**src/rtl/multi_timer_dev.sv**
```systemverilog
// multi_timer_dev: NUM_CH memory-mapped countdown timers with CTRL/PRESET/COUNT/STATUS
// registers per channel. addr[7:4] selects the channel and addr[3:2] the register.
// Reads are combinational. Each channel raises a maskable pending interrupt when its
// count expires, and all channel interrupts are OR-ed into one irq line.
module multi_timer_dev #(
    parameter int NUM_CH = 2,
    parameter int WIDTH  = 32
) (
    input  logic              clk,
    input  logic              reset,
    input  logic [7:0]        addr,
    input  logic              we,
    input  logic [3:0]        be,
    input  logic [31:0]       wdata,
    output logic [31:0]       rdata,
    output logic [NUM_CH-1:0] irq_ch,
    output logic              irq
);

    typedef enum logic [1:0] {
        IDLE = 2'd0,
        LOAD = 2'd1,
        CNT  = 2'd2,
        FIRE = 2'd3
    } state_t;

    localparam logic [1:0]       REG_CTRL   = 2'd0;
    localparam logic [1:0]       REG_PRESET = 2'd1;
    localparam logic [1:0]       REG_COUNT  = 2'd2;
    localparam logic [1:0]       REG_STATUS = 2'd3;
    localparam logic [WIDTH-1:0] CNT_ONE    = {{(WIDTH-1){1'b0}}, 1'b1};

    state_t                       state_r    [NUM_CH];
    state_t                       state_nx_s [NUM_CH];
    logic [NUM_CH-1:0]            en_r, mode_r, im_r, pend_r;
    logic [NUM_CH-1:0]            en_nx_s, mode_nx_s, im_nx_s, pend_nx_s;
    logic [NUM_CH-1:0][WIDTH-1:0] preset_r, count_r;
    logic [NUM_CH-1:0][WIDTH-1:0] preset_nx_s, count_nx_s;
    logic [NUM_CH-1:0]            fire_s, fsm_clr_en_s, sel_s;
    logic [31:0]                  be_mask_s;
    logic [31:0]                  view_s;
    logic                         addr_unused_s;

    // Byte lanes with their enable set take the new value; the rest keep the old one.
    function automatic logic [31:0] byte_merge(input logic [31:0] old_v,
                                               input logic [31:0] new_v,
                                               input logic [31:0] mask);
        byte_merge = (new_v & mask) | (old_v & ~mask);
    endfunction

    // The two low address bits do not select anything.
    assign addr_unused_s = ^addr[1:0];

    // Channel select from the address, plus the byte-lane mask for writes.
    // Channel numbers at or above NUM_CH select nothing.
    always_comb begin
        sel_s = {NUM_CH{1'b0}};
        for (int i = 0; i < NUM_CH; i++) begin
            if (addr[7:4] == 4'(i)) begin
                sel_s[i] = 1'b1;
            end else begin
                sel_s[i] = 1'b0;
            end
        end
        be_mask_s = {{8{be[3]}}, {8{be[2]}}, {8{be[1]}}, {8{be[0]}}};
    end

    // Per-channel FSM: next state, counter update and FIRE side effects.
    // Clearing EN aborts any active state, and COUNT keeps its value.
    always_comb begin
        for (int i = 0; i < NUM_CH; i++) begin
            state_nx_s[i]   = state_r[i];
            count_nx_s[i]   = count_r[i];
            fire_s[i]       = 1'b0;
            fsm_clr_en_s[i] = 1'b0;
            if ((state_r[i] != IDLE) && !en_r[i]) begin
                state_nx_s[i] = IDLE;
            end else begin
                case (state_r[i])
                    IDLE: begin
                        if (en_r[i]) begin
                            state_nx_s[i] = LOAD;
                        end else begin
                            state_nx_s[i] = IDLE;
                        end
                    end
                    LOAD: begin
                        count_nx_s[i] = preset_r[i];
                        state_nx_s[i] = CNT;
                    end
                    CNT: begin
                        if (count_r[i] > CNT_ONE) begin
                            count_nx_s[i] = count_r[i] - CNT_ONE;
                        end else begin
                            count_nx_s[i] = {WIDTH{1'b0}};
                            state_nx_s[i] = FIRE;
                        end
                    end
                    FIRE: begin
                        fire_s[i] = 1'b1;
                        if (mode_r[i]) begin
                            state_nx_s[i] = LOAD;
                        end else begin
                            fsm_clr_en_s[i] = 1'b1;
                            state_nx_s[i]   = IDLE;
                        end
                    end
                    default: state_nx_s[i] = IDLE;
                endcase
            end
        end
    end

    // Bus write effects, merged with the updates made by the FSM.
    // A FIRE set of PEND beats a W1C. A one-shot FIRE clearing EN beats a CTRL write.
    always_comb begin
        for (int i = 0; i < NUM_CH; i++) begin
            en_nx_s[i]     = en_r[i];
            mode_nx_s[i]   = mode_r[i];
            im_nx_s[i]     = im_r[i];
            preset_nx_s[i] = preset_r[i];
            pend_nx_s[i]   = pend_r[i] | fire_s[i];
            if (we && sel_s[i]) begin
                case (addr[3:2])
                    REG_CTRL: begin
                        if (be[0]) begin
                            en_nx_s[i]   = wdata[0];
                            mode_nx_s[i] = wdata[1];
                            im_nx_s[i]   = wdata[2];
                        end else begin
                            en_nx_s[i]   = en_r[i];
                            mode_nx_s[i] = mode_r[i];
                            im_nx_s[i]   = im_r[i];
                        end
                    end
                    REG_PRESET: begin
                        preset_nx_s[i] = WIDTH'(byte_merge(32'(preset_r[i]), wdata, be_mask_s));
                    end
                    REG_STATUS: begin
                        if (be[0] && wdata[0]) begin
                            pend_nx_s[i] = fire_s[i];
                        end else begin
                            pend_nx_s[i] = pend_r[i] | fire_s[i];
                        end
                    end
                    default: preset_nx_s[i] = preset_r[i];
                endcase
            end else begin
                en_nx_s[i] = en_r[i];
            end
            en_nx_s[i] = en_nx_s[i] & ~fsm_clr_en_s[i];
        end
    end

    // Channel state registers, cleared asynchronously by reset.
    always_ff @(posedge clk or posedge reset) begin
        if (reset) begin
            for (int i = 0; i < NUM_CH; i++) begin
                state_r[i] <= IDLE;
            end
            en_r     <= {NUM_CH{1'b0}};
            mode_r   <= {NUM_CH{1'b0}};
            im_r     <= {NUM_CH{1'b0}};
            pend_r   <= {NUM_CH{1'b0}};
            preset_r <= {(NUM_CH*WIDTH){1'b0}};
            count_r  <= {(NUM_CH*WIDTH){1'b0}};
        end else begin
            for (int i = 0; i < NUM_CH; i++) begin
                state_r[i] <= state_nx_s[i];
            end
            en_r     <= en_nx_s;
            mode_r   <= mode_nx_s;
            im_r     <= im_nx_s;
            pend_r   <= pend_nx_s;
            preset_r <= preset_nx_s;
            count_r  <= count_nx_s;
        end
    end

    // Combinational read of the addressed register. Unmapped channels read zero,
    // and bits at or above WIDTH read zero.
    always_comb begin
        rdata  = 32'd0;
        view_s = 32'd0;
        for (int i = 0; i < NUM_CH; i++) begin
            case (addr[3:2])
                REG_CTRL:   view_s = {29'd0, im_r[i], mode_r[i], en_r[i]};
                REG_PRESET: view_s = 32'(preset_r[i]);
                REG_COUNT:  view_s = 32'(count_r[i]);
                REG_STATUS: view_s = {31'd0, pend_r[i]};
                default:    view_s = 32'd0;
            endcase
            rdata = rdata | ({32{sel_s[i]}} & view_s);
        end
    end

    // Interrupts: a channel requests when pending and unmasked. All requests are OR-ed.
    always_comb begin
        irq_ch = pend_r & im_r;
        irq    = |irq_ch;
    end

endmodule

```
**config.mk**
```make
export PLATFORM = sky130hd
export DESIGN_NAME = multi_timer_dev
export DESIGN_NICKNAME = d
export VERILOG_FILES = /design/src/rtl/multi_timer_dev.sv
export SDC_FILE = /design/constraint.sdc
export NUM_CORES = 1
export LEC_CHECK = 0
export BUFFER_PORTS_ARGS = -buffer_cell sky130_fd_sc_hd__buf_2
export CAP_MARGIN = 10
export CORE_ASPECT_RATIO = 1.25
export CORE_MARGIN = 2
export CORE_UTILIZATION = 55
export CTS_CLUSTER_DIAMETER = 40
export CTS_CLUSTER_SIZE = 12
export DETAILED_ROUTE_END_ITERATION = 7
export PLACE_DENSITY = 0.83
export SETUP_SLACK_MARGIN = 0.4
export SLEW_MARGIN = 10
export SYNTH_ARGS = -nofsm -noshare
export SYNTH_HDL_FRONTEND = slang
export SYNTH_SLANG_ARGS = --single-unit
```
**constraint.sdc**
```tcl
create_clock -name clk -period 11.5 [get_ports clk]
set_input_delay 0.575 -clock clk [delete_from_list [all_inputs] [get_ports clk]]
set_output_delay 0.575 -clock clk [all_outputs]
set_load 0.01 [all_outputs]
```
# Yosys cells after proc, flatten, opt, wreduce, memory -nomap -nowiden
# Cells that the tools add are included.
[totals] regBits=140 input_bits=47 out_inout_bits=35 word_cells=108
[op_classes] add_sub_neg=2 order_cmp=2 n_eq_ne=12 mux=40 bitwise=18 n_reduce_logical=22
[op_table] op="$pmux W32 S4" count=2
[op_table] op="$and A32 B32 Y32" count=5
[op_table] op="$pmux W32 S2" count=2
[op_table] op="$or A32 B32 Y32" count=3
[op_table] op="$gt A32 B1 Y1 const B" count=2
[op_table] op="$mux W32" count=2
[op_table] op="$sub A32 B1 Y32 const B" count=2
[op_table] op="$not A32 Y32" count=1
[op_table] op="$mux W1" count=28
[op_table] op="$pmux W2 S4" count=2
[op_table] op="$eq A2 B2 Y1 const B" count=6
[op_table] op="$mux W2" count=4
[op_table] op="$reduce_and A2 Y1" count=4
[op_table] op="$reduce_bool A2 Y1" count=4
[op_table] op="$eq A2 B1 Y1 const B" count=3
[op_table] op="$logic_not A2 Y1" count=3
[op_table] op="$ne A3 B3 Y1 const B" count=2
[op_table] op="$reduce_and A3 Y1" count=2
[op_table] op="$logic_and A1 B1 Y1" count=5
[op_table] op="$eq A4 B1 Y1 const B" count=1
[op_table] op="$logic_not A4 Y1" count=1
[op_table] op="$not A1 Y1" count=4
[op_table] op="$and A1 B1 Y1" count=2
[op_table] op="$and A2 B2 Y2" count=1
[op_table] op="3 further kinds" count=5

# Logic depth before layout (Yosys ltp)
# Gate-level depths: netlist (run 1).
[depth] depth_word=7 ltp_mapped=10 depth_no_buf=8

# Least setup slack after synthesis (run 1)
# OpenSTA, ideal clock, no wires.
[synth_path] kind="in2out" startpoint="input addr[3]" endpoint="output rdata[11]" t_arrival_ns=2.100 required_time_ns=10.925 setup_slack_ns=8.825 stages=6 path_buffers=3 path_cell_list="clkbuf_1 -> nor2b_1 -> clkbuf_1 -> buf_1 -> a22oi_1 -> o22ai_1"
[synth_between] elab_chain_len=4 word_cells_on_any_way=9 cone_classes="eq/ne (3); mux (2); bitwise (3); reduce/logical (1)"
[synth_rtl] item="from (decl)" line_no="11" rtl="input logic [7:0] addr,"
[synth_rtl] item="$eq A2 B2 Y1, or another cell as far along" line_no="186" rtl="case (addr[3:2])"
[synth_rtl] item="$pmux W32 S4" line_no="186"
[synth_rtl] item="$and A32 B32 Y32" line_no="193" rtl="rdata = rdata | ({32{sel_s[i]}} & view_s);"
[synth_rtl] item="$or A32 B32 Y32 *" line_no="193"
[synth_rtl] item="to (decl)" line_no="15" rtl="output logic [31:0] rdata,"
# Mark *: on every way between the ends. The rest lies on a longest branch, timed or not.

# Worst setup path in the final report (run 1)
[layout_path] startpoint="register count_r[44] in the netlist's numbering" endpoint="register count_r[42] in the netlist's numbering"
[layout_between] elab_chain_len=3
[layout_rtl] item="from (decl)" line_no="37" rtl="logic [NUM_CH-1:0][WIDTH-1:0] preset_r, count_r;"
[layout_rtl] item="from (signal assigned)" line_no="166" rtl="count_r <= {(NUM_CH*WIDTH){1'b0}};"
[layout_rtl] item="from (signal assigned)" line_no="176" rtl="count_r <= count_nx_s;"
[layout_rtl] item="$gt A32 B1 Y1" line_no="92" rtl="if (count_r[i] > CNT_ONE) begin"
[layout_rtl] item="$mux W32" line_no="92"
[layout_rtl] item="$pmux W32 S2" line_no="79" rtl="case (state_r[i])"
# Every way passes these cells.
# A chain may end at the register's enable or synchronous reset.

==> results.md, run 1 <==
* Lkg Pwr at ~4 nW
* Area of the multi-input gates at 4322 µm²
* Detailed placer's ending HPWL at 16,150 µm
* Post-CTS Resized at 0
* Initial Utilization at between 50% and 60%
* Run status: finished, violations left
* Total negative slack at 0 ns
* Critical Path RT at around 12 ns
* Area grow syn2layout at 13.37%
* First-pass GRT wire length at roughly 38,000 µm
* Routed wire per std cell at between 20 and 25 µm
* Least-Margin Pin Slew at ~1.2 ns
* Commonest non-fill, non-tap cell in the layout: dfrtp_1
* Die height at between 100 and 150 µm
* Num Clock Sinks at 140
* Fmax at just over 300 MHz
* CTS tree: yes
* CTS Hold Buffers Added at 0
* Post-layout min period at around 3.3 ns
* Drt initial violations at 758
* Post-CTS Setup Inserts at 0
* Routed WL at about 24,000 µm
* Share of cells above drive strength 1 at 22.03%
* Commonest cells after routing, fill and taps aside: dfrtp_1 (140), buf_2 (79), a22oi_1 (70), nand2_1 (66), mux2_2 (65)
* DRT Pass-1 Iters at 8
* Antenna diodes at 0
* Placer Congestion at ~0.99
* Synth Flop Type: dfrtp_1
* DR vias at approximately 7.7k
* Initial antenna violation count at 0
* Worst Skew at around 0.0047 ns
* Htree depth at 4
* Core footprint at around 14,000 µm²
* Post-DRT Antenna Nets at 0
* CP endpoint kind: flip-flop
* CP Launch Type: flip-flop
* Post-Synthesis Cell Area at just over 8000 µm²
* HP Class: input port to async pin
* # fillers at roughly 1.2k
* Syn Inst Count at 875
* I/O Pins at slightly above 80
* Clock Latency Late Sink at 0.43 ns
* Register area share after synthesis at 42.88%
* Avg Cell Area, Syn at between 9 and 10 µm²
* Power Density at around 240 nW/µm²
* Post-synth EDFFs at 0
* Final setup vio count at 0
* Post-synthesis net count at 932
* FF+latch area at between 3000 and 4000 µm²
* Number of port buffers at 79
* Grt total ovfl at 0
* Post-route cell area at 9263 µm²
* Final Core Density at between 60% and 70%
* Max IR drop VDD at 0.1258 mV
* DRC at 1
* Die X at 113.0 µm
* Largest net degree at the start of global routing at 74
* Fin crit share at between 20% and 30%
* Yosys cell types at 61
* CP max FO at 31
* Slew Limit Fails at 0
* Final hold vios at 0
* Data arrival time of the critical path at ~3.6 ns
* Violated checks: design-rule violations
* Yosys warnings at 0
* Critical path class: flip-flop to flip-flop
* Max-cap viol count at 0
* Post-synthesis async set-or-reset flop share at between 90% and 100%
* Worst slew margin at 22.18%
* Final #Nets at roughly 980
* RSZ-0062 raised after global routing: false
* Tot Pwr at 2.228 mW
* Clk root buf: clkbuf_16
* GR Util All Layers at roughly 30%
* Placed Area at ~8600 µm²
* Synth Register Bits at between 100 and 150
* Rows at 49
* Vias in the first global route at between 6k and 7k
* Total CTS buffers at 17
* Max clock buf depth at 2
* Vias per cell at 6.954
* Clk slew on worst S/H paths at 0.06 ns
* Die footprint at 15,850 µm²
cells in the mapped netlist, types with 4 or more instances:
cell | instances | share of area [%]
a211oi_1 | 4 | 0.37
a21o_1 | 4 | 0.37
a21oi_1 | 43 | 2.6
a221o_1 | 4 | 0.49
a22o_1 | 14 | 1.5
a22oi_1 | 70 | 6.4
a31oi_1 | 4 | 0.31
a32oi_1 | 10 | 1.1
and2_1 | 5 | 0.38
and3_1 | 4 | 0.31
buf_1 | 6 | 0.28
clkbuf_1 | 49 | 2.3
dfrtp_1 | 140 | 43
ha_1 | 10 | 1.5
inv_1 | 31 | 1.4
mux2_2 | 65 | 9.0
mux2i_1 | 6 | 0.74
nand2_1 | 66 | 3.0
nand2b_1 | 4 | 0.31
nand3_1 | 29 | 1.8
nand4_1 | 7 | 0.54
nand4b_1 | 4 | 0.43
nor2_1 | 53 | 2.4
nor2b_1 | 6 | 0.46
nor3_1 | 32 | 2.0
nor3b_1 | 7 | 0.64
nor4_1 | 18 | 1.4
o211ai_1 | 5 | 0.46
o21ai_0 | 49 | 3.0
o21ai_1 | 5 | 0.31
o22ai_1 | 41 | 3.1
o2bb2ai_1 | 5 | 0.54
o32ai_1 | 4 | 0.43
o41ai_1 | 6 | 0.64
or2_2 | 6 | 0.46
or3_1 | 12 | 0.92
or4_1 | 14 | 1.3
stage by stage:
step | std cells | hold WS (ns) | worst slack, ns
2_1_floorplan | 875 | 0.4525 | 7.172
3_3_place_gp | 1081 | 0.4914 | 8.305
3_5_place_dp | 1081 | 0.4983 | 8.320
4_1_cts | 1113 | 0.2720 | 8.276
5_1_grt | 1113 | 0.2948 | 8.148
6_report | 1113 | 0.2293 | 8.233
layer usage:
layer | track usage, % | part of all wire, %
met5 | 0 | 0
met4 | 11.62 | 3.0
met3 | 5.279 | 8.4
met2 | 47.68 | 48
met1 | 42.98 | 41
cell families (layout without fill, tap and decap cells):
logic type / after synthesis / in the layout / synth area share, %
compound gates: 285 / 285 / 23.74
simple gates: 274 / 274 / 17.11
flops: 140 / 140 / 42.88
buf+inv: 93 / 153 / 4.502
mux: 73 / 73 / 10.24
fa+ha+maj: 10 / 10 / 1.531
path summary, 6_finish.rpt:
| kind | startpoint | end | slack, ns | cells after the start |
|---|---|---|---|---|
| min | reset | state_r[0] | 0.23 | 2 |
| min in group clk | wdata[19] | flip-flop | 0.40 | 2 |
| max in group asynchronous | reset | count_r[30] | 9.95 | 3 |
| max reg2reg | count_r[44] | count_r[42] | 8.23 | 7 |
| max | count_r[44] | count_r[42] | 8.23 | 7 |
| min reg2reg | flip-flop | count_r[31] | 0.52 | 2 |
worst max-delay path, stage by stage (launching register included):
cell      delay (ns)
dfrtp_1         0.47
or4_1           0.51
or4_1           0.70
o41ai_4         0.37
buf_4           0.37
nand2b_1        0.36
nor4_1          0.09
a221o_1         0.27
layout make-up:
class	instances	share of cell area, %
inverter	32	1.351
multi-input combinational	642	46.66
clock inverter	12	1.756
sequential	140	37.82
tap	178	2.404
timing repair buffer	89	5.079
clock buffer	20	4.930
report_power, final:
| part | internal, mW | switching (mW) | total (mW) | leakage, nW |
|---|---|---|---|---|
| Sequential | 0.608 | 0.163 | 0.770 | 1.87 |
| Clock | 0.354 | 0.223 | 0.577 | 0.285 |
| Combinational | 0.303 | 0.577 | 0.880 | 1.90 |
| Total | 1.27 | 0.962 | 2.23 | 4.05 |
(Power assumes the default switching activity.)
==> run 2: changes to the inputs <==
--- a/config.mk
+++ b/config.mk
@@ -9,11 +9,11 @@
 export CAP_MARGIN = 10
 export CORE_ASPECT_RATIO = 1.25
 export CORE_MARGIN = 2
-export CORE_UTILIZATION = 55
+export CORE_UTILIZATION = 54
 export CTS_CLUSTER_DIAMETER = 40
 export CTS_CLUSTER_SIZE = 12
 export DETAILED_ROUTE_END_ITERATION = 7
-export PLACE_DENSITY = 0.83
+export PLACE_DENSITY = 0.85
 export SETUP_SLACK_MARGIN = 0.4
 export SLEW_MARGIN = 10
 export SYNTH_ARGS = -nofsm -noshare
==> constraint.sdc (replaced) <==
create_clock -name clk -period 2.7 [get_ports clk]
set_input_delay 0.135 -clock clk [delete_from_list [all_inputs] [get_ports clk]]
set_output_delay 0.135 -clock clk [all_outputs]
set_load 0.01 [all_outputs]
==> run 2 against run 1 <==
Compared with the run above:
- the flow finishes with violations (design-rule violations, negative setup slack)
- maximum frequency is 21% higher
- sequential share of layout area is 5.4 points lower
- combinational power rose to 6.9 times the previous value
- non-clock buffer count is 117 higher
- flip-flop and latch count did not move
- core utilization increased by 8.6 points
- clock skew increased by 0.0058 ns
- hold slack worse by 0.20 ns
- die area grew 1.8%
- cell count increased by 11%
- clock-buffer cell count grew 2
- first-iteration DRC count increased by 94%
- critical path type unchanged
- largest power group unchanged
==> results.md, run 2 (synthesized netlist as in run 1, its figures left out) <==
* DRC at 1 (unchanged)
* Final setup vio count at 1 (+1)
* Antenna diodes at 0 (unchanged)
* Fin crit share at 100.4% (+72 points)
* Max-cap viol count at 0 (unchanged)
* Worst slew margin at 45.73% (+24 points)
* DRT Pass-1 Iters at 8 (unchanged)
* Rows at 50 (+2.0%)
* CP endpoint kind: flip-flop
* Total CTS buffers at 17 (unchanged)
* Die height at 141.5 µm (+0.89%)
* RSZ-0062 raised after global routing: true
* Die X at 114.0 µm (+0.89%)
* Max IR drop VDD at 0.6406 mV (+410%)
* Hold Path Origin: wdata[5]
* Number of port buffers at 79 (unchanged)
* Largest net degree at the start of global routing at 141 (+91%)
* Commonest cells after routing, fill and taps aside: dfrtp_1 (136), buf_2 (79), buf_4 (75), a22oi_1 (68), mux2_2 (65)
* Routed WL at 31,100 µm (+29%)
* Commonest non-fill, non-tap cell in the layout: dfrtp_1
* CP Launch Type: flip-flop
* Setup ws final at -0.01021 ns (-8.243 ns)
* Final Instance Count excl. Fillers at 1,234 (+11%)
* CP Launch Point: count_r[45]
* Post-route cell area at 10,820 µm² (+17%)
* Initial antenna violation count at 0 (unchanged)
* Slew Limit Fails at 0 (unchanged)
* Power Density at 1075 nW/µm² (+350%)
* Clk slew on worst S/H paths at 0.06 ns (about the same)
* Violated checks: design-rule violations, negative setup slack
* Clk root buf: clkbuf_16
* Worst Skew at 0.01057 ns (+0.005844 ns)
* Post-DRT Antenna Nets at 0 (unchanged)
* Core footprint at 14,890 µm² (+2.9%)
* Total negative slack at -0.01021 ns (-0.01021 ns)
* Htree depth at 4 (unchanged)
* Final hold vios at 0 (unchanged)
* Critical Path RT at 3.00 ns (-8.81 ns)
* Run status: finished, violations left
* Detailed placer's ending HPWL at 17,760 µm (+10%)
* Area of the multi-input gates at 4808 µm² (+11%)
* Share of cells above drive strength 1 at 35.46% (+13 points)
* Least-Margin Pin Slew at 0.8067 ns (-0.3606 ns)
* CP max FO at 7 (-77%)
* Critical path class: flip-flop to flip-flop
* Placer Congestion at 0.9974 (+0.44%)
* Initial Utilization at 54.87% (-1.6 points)
* I/O Pins at 82 (unchanged)
* Clock Latency Late Sink at 0.43 ns (about the same)
* Final #Nets at 1,096 (+12%)
* DR vias at 9,164 (+18%)
* CTS tree: yes
* First-pass GRT wire length at 44,870 µm (+17%)
* Placed Instances at 1,142 (+5.6%)
* Placed Area at 9160 µm² (+6.0%)
* Num Clock Sinks at 140 (unchanged)
* FF+latch area at 3508 µm² (+0.14%)
* # fillers at 870 (-24%)
* Die footprint at 16,140 µm² (+1.8%)
* Lkg Pwr at 4.790 nW (+18%)
* Grt total ovfl at 0 (unchanged)
* Vias per cell at 7.426 (+6.8%)
* Area grow syn2layout at 32.37%
* Drt initial violations at 1,467 (+94%)
* GR Util All Layers at 35.66% (+5.1 points)
* Fmax at 369.0 MHz (+21%)
* Max clock buf depth at 2 (unchanged)
* Routed wire per std cell at 25.20 µm (+16%)
* Vias in the first global route at 8,292 (+19%)
* Worst R2R Start: count_r[45]
* Post-layout min period at 2.710 ns (-0.5568 ns)
* HP Class: input port to flip-flop
* Data arrival time of the critical path at 3.01 ns (-0.57 ns)
[run 2: changes by cell type in the layout (fill, tap and decap cells not counted), moves of 8 or more]
cell           previous run  this run
a21oi_1                  43        31
buf_6                     0        17
dlygate4sd3_1             0        30
o21ai_0                  48        35
or4_4                     0        11
or4_1                    14         3
a21oi_2                   0         9
buf_4                    10        75
o21ai_1                   4        12
[run 2: worst paths after layout]
check                           slack [ns]          end  cells past startpoint
worst max-delay path                 -0.01  count_r[38]                      8
worst min-delay path                  0.03    flip-flop                      2
worst max register to register       -0.01  count_r[38]                      8
worst min register to register        0.51    pend_r[0]                      2
max in group asynchronous             1.62  count_r[21]                      4
min in group asynchronous             0.46   state_r[1]                      4
[run 2: layer usage]
metal	track usage, %	wire [µm]	vias to the layer above
met3	7.176	3700	277
met4	20.92	2477	0
met1	45.46	10610	4314
met2	56.36	14320	900
li1	-	-	3673
met5	0	0	-
[run 2: cell type report]
| class | instances | area share (%) |
|---|---|---|
| inverter | 32 | 1.145 |
| tap | 182 | 2.105 |
| clock buffer | 22 | 4.477 |
| timing repair buffer | 206 | 14.33 |
| sequential | 140 | 32.44 |
| multi-input combinational | 642 | 44.46 |
| clock inverter | 10 | 1.041 |
[run 2: through the flow]
stage | utilization [%] | hold WS (ns) | power, mW | worst slack, ns
final | 72.64 | 0.02792 | 11.63 | -0.01021
after global routing | 72.64 | 0.02154 | 12.06 | -0.09554
after CTS | 69.55 | 0.0003808 | 10.53 | 0.1077
after detailed placement | 61.52 | 0.3832 | 7.623 | 0.01865
after global placement | 61.52 | 0.3537 | 7.502 | 0.03584
after floorplan | - | 0.2518 | 6.085 | 0.2039
[run 2: critical path, stage by stage (launching register included)]
cell and delay, ns:
dfrtp_1 0.38, or4_4 0.54, or4_4 0.57, o41ai_4 0.44
buf_6 0.21, buf_4 0.12, nor4_2 0.04, a31oi_1 0.17
o21ai_1 0.12
[run 2: power breakdown]
group / leakage (nW) / switching (mW) / internal, mW / total [mW]
combinational: 2.64 / 3.59 / 2.47 / 6.06
clock: 0.292 / 0.923 / 1.46 / 2.38
sequential: 1.86 / 0.598 / 2.59 / 3.19
total: 4.79 / 5.11 / 6.52 / 11.6
[run 2: what timing repair did]
| item | in CTS | in global routing |
|---|---|---|
| hold buffers | 28 | 2 |
| pin swaps | 30 | 33 |
| gates resized for setup | 60 | 64 |
| endpoints found under the setup margin | 64 | 62 |
| setup buffers | 11 | 19 |
| endpoints found under the hold margin | 153 | 3 |
==> run 3: changes to the inputs <==
--- a/config.mk
+++ b/config.mk
@@ -13,7 +13,8 @@
 export CTS_CLUSTER_DIAMETER = 40
 export CTS_CLUSTER_SIZE = 12
 export DETAILED_ROUTE_END_ITERATION = 7
-export PLACE_DENSITY = 0.85
+export PLACE_DENSITY = 0.77
+export RECOVER_POWER = 100
 export SETUP_SLACK_MARGIN = 0.4
 export SLEW_MARGIN = 10
 export SYNTH_ARGS = -nofsm -noshare
==> run 3 against run 2 <==
Compared with the run above:
- the run ends with design-rule violations left
- final area is 1.7% lower
- die area is the same
- cell count is 0.16% higher
- critical path type unchanged
- core utilization decreased by 1.2 points
- non-clock buffer count grew 3
- sequential share of layout area increased by 0.55 points
- largest power group unchanged
- critical path depth down 1
- hold slack worse by 0.0094 ns
- register-to-register slack better by 0.12 ns
- global-route usage down 2.2 points
- via count is 8.2% lower
- total power down 2.7%
==> results.md, run 3 (synthesized netlist as in run 1, its figures left out) <==
* First-pass GRT wire length at 42,490 µm (-5.3%)
* Setup ws final at 0.1107 ns (+0.1209 ns)
* DRT Pass-1 Iters at 8 (unchanged)
* Grt total ovfl at 0 (unchanged)
* Placer Congestion at 0.9669 (-3.1%)
* Commonest cells after routing, fill and taps aside: dfrtp_1 (137), a22oi_1 (67), buf_4 (67), nand2_1 (64), mux2_2 (64)
* Final Core Density at 71.40% (-1.2 points)
* Die footprint at 16,140 µm² (unchanged)
* Hold_ws at 0.01853 ns (-0.009397 ns)
* Largest net degree at the start of global routing at 81 (-43%)
* Worst path bufs/invs at 2 (unchanged)
* Power Density at 1064 nW/µm² (-1.0%)
* CP endpoint kind: flip-flop
* CP max stage delay at 0.53 ns (-0.04 ns)
* DRC at 4 (+3)
* Worst slew margin at 2.619% (-43 points)
* Routed wire per std cell at 22.71 µm (-9.9%)
* Num Clock Sinks at 140 (unchanged)
* Final #Nets at 1,099 (+0.27%)
* Fmax at 386.2 MHz (+4.7%)
* Violated checks: design-rule violations
* Data arrival time of the critical path at 2.90 ns (-0.11 ns)
* Clk root buf: clkbuf_16
* Lkg Pwr at 4.563 nW (-4.7%)
* Post-DRT Antenna Nets at 0 (unchanged)
* P_int at 6.499 mW (-0.28%)
* Htree depth at 4 (unchanged)
* Slowest cell on crit path: or4_4
* Total CTS buffers at 17 (unchanged)
* Clk slew on worst S/H paths at 0.06 ns (about the same)
* Switching power total at 4.816 mW (-5.8%)
* Max clock buf depth at 2 (unchanged)
* # fillers at 1,067 (+23%)
* Vias in the first global route at 7,884 (-4.9%)
* Clock Latency Late Sink at 0.43 ns (about the same)
* CP max FO at 7 (unchanged)
* DR vias at 8,410 (-8.2%)
* Final setup vio count at 0 (-1)
* Placed Area at 9245 µm² (+0.93%)
* Rows at 50 (unchanged)
* Critical path's most frequent cell: or4_4
* Core footprint at 14,890 µm² (unchanged)
* GR Util All Layers at 33.43% (-2.2 points)
* Max-cap viol count at 0 (unchanged)
* Commonest non-fill, non-tap cell in the layout: dfrtp_1
* Drt initial violations at 928 (-37%)
* Placement Setup Slack at -0.01009 ns (-0.02873 ns)
* Die height at 141.5 µm (unchanged)
* Initial antenna violation count at 0 (unchanged)
* Hold path cells at 3 (+1)
* Vias per cell at 6.804 (-8.4%)
* Crit-path cells: or4_4, or4_4, o41ai_4, buf_6, buf_8, o21ai_0, a221o_1
* Post-route cell area at 10,630 µm² (-1.7%)
* Die X at 114.0 µm (unchanged)
* Post-layout min period at 2.589 ns (-0.1209 ns)
* Slew Limit Fails at 0 (unchanged)
* Fin crit share at 95.90% (-4.5 points)
* Sw frac at 42.56% (-1.4 points)
* R2R depth at 7 (-1)
* Number of port buffers at 79 (unchanged)
* Clock network power share at 21.1% (+0.6 points)
* Initial Utilization at 54.87% (unchanged)
* Family with the most delay on the worst path: simple AND/OR/NAND/NOR gates
* Detailed placer's ending HPWL at 17,870 µm (+0.58%)
* Worst Skew at 0.01333 ns (+0.002762 ns)
* Share of cells above drive strength 1 at 30.36% (-5.1 points)
* Critical path depth at 7 (-1)
* Max IR drop VDD at 0.6945 mV (+8.4%)
* RSZ-0062 raised after global routing: true
* Total negative slack at 0 ns (+0.01021 ns)
* Least-Margin Pin Slew at 1.461 ns (+0.6540 ns)
* CP Launch Type: flip-flop
* Critical path class: flip-flop to flip-flop
* Antenna diodes at 0 (unchanged)
* CTS tree: yes
* Critical Path RT at 3.01 ns (about the same)
* Run status: finished, violations left
* Area grow syn2layout at 30.11%
* Final hold vios at 0 (unchanged)
* HP Class: input port to flip-flop
* Gate power share at 51.1% (-1.0 points)
* Sequential share of power at 27.8% (+0.4 points)
* Routed WL at 28,070 µm (-9.8%)
* I/O Pins at 82 (unchanged)
## run 3: timing repair
action                                  in CTS  in global routing
endpoints found under the setup margin      60                 64
hold buffers                                30                  0
resized for setup                           36                 87
buffers inserted                             7                 12
hold endpoints to repair                   112                  0
cloned                                       2                  4
pin swaps                                   11                 57
## run 3: stage by stage
stage | cells | power [mW]
final | 1236 | 11.31
after global routing | 1236 | 11.87
after CTS | 1220 | 10.56
after detailed placement | 1150 | 7.781
after global placement | 1150 | 7.699
after floorplan | 875 | 6.085
## run 3: final cells by class
type,instances,area (µm²),area share (%)
multi-input cells,642,4698,44.20
well taps,182,227.7,2.142
clock buffers,25,515.5,4.849
flip-flops and latches,140,3507,32.99
clock inverters,6,82.58,0.7768
inverters,32,121.4,1.142
repair buffers,209,1478,13.90
## run 3: path summary, 6_finish.rpt
check | from | endpoint | slack (ns)
worst max-delay path | count_r[39] | count_r[42] | 0.11
worst min-delay path | wdata[1] | flip-flop | 0.02
worst max register to register | count_r[39] | count_r[42] | 0.11
worst min register to register | flip-flop | count_r[63] | 0.50
max in group asynchronous | reset | count_r[52] | 0.88
min in group asynchronous | reset | state_r[0] | 0.23
## run 3: worst min-delay path, stage by stage
cell     delay (ns)
buf_2          0.15
nand2_1        0.06
o21ai_0        0.06
## run 3: per-layer routing
| metal | share of wire [%] | track usage (%) | wire length, µm |
|---|---|---|---|
| met5 | 0 | 0 | 0 |
| met4 | 5.8 | 16.82 | 1641 |
| met3 | 8.2 | 4.784 | 2295 |
| met2 | 48 | 51.88 | 13400 |
| met1 | 38 | 45.99 | 10730 |
## run 3: power by group through the flow
stage	clock network (mW)	logic, mW	registers (mW)
final	2.39	5.78	3.14
after detailed placement	0	4.67	3.11
after global placement	0	4.61	3.09
after floorplan	0	3.05	3.04
after global routing	2.49	6.17	3.20
after CTS	2.38	5.08	3.09
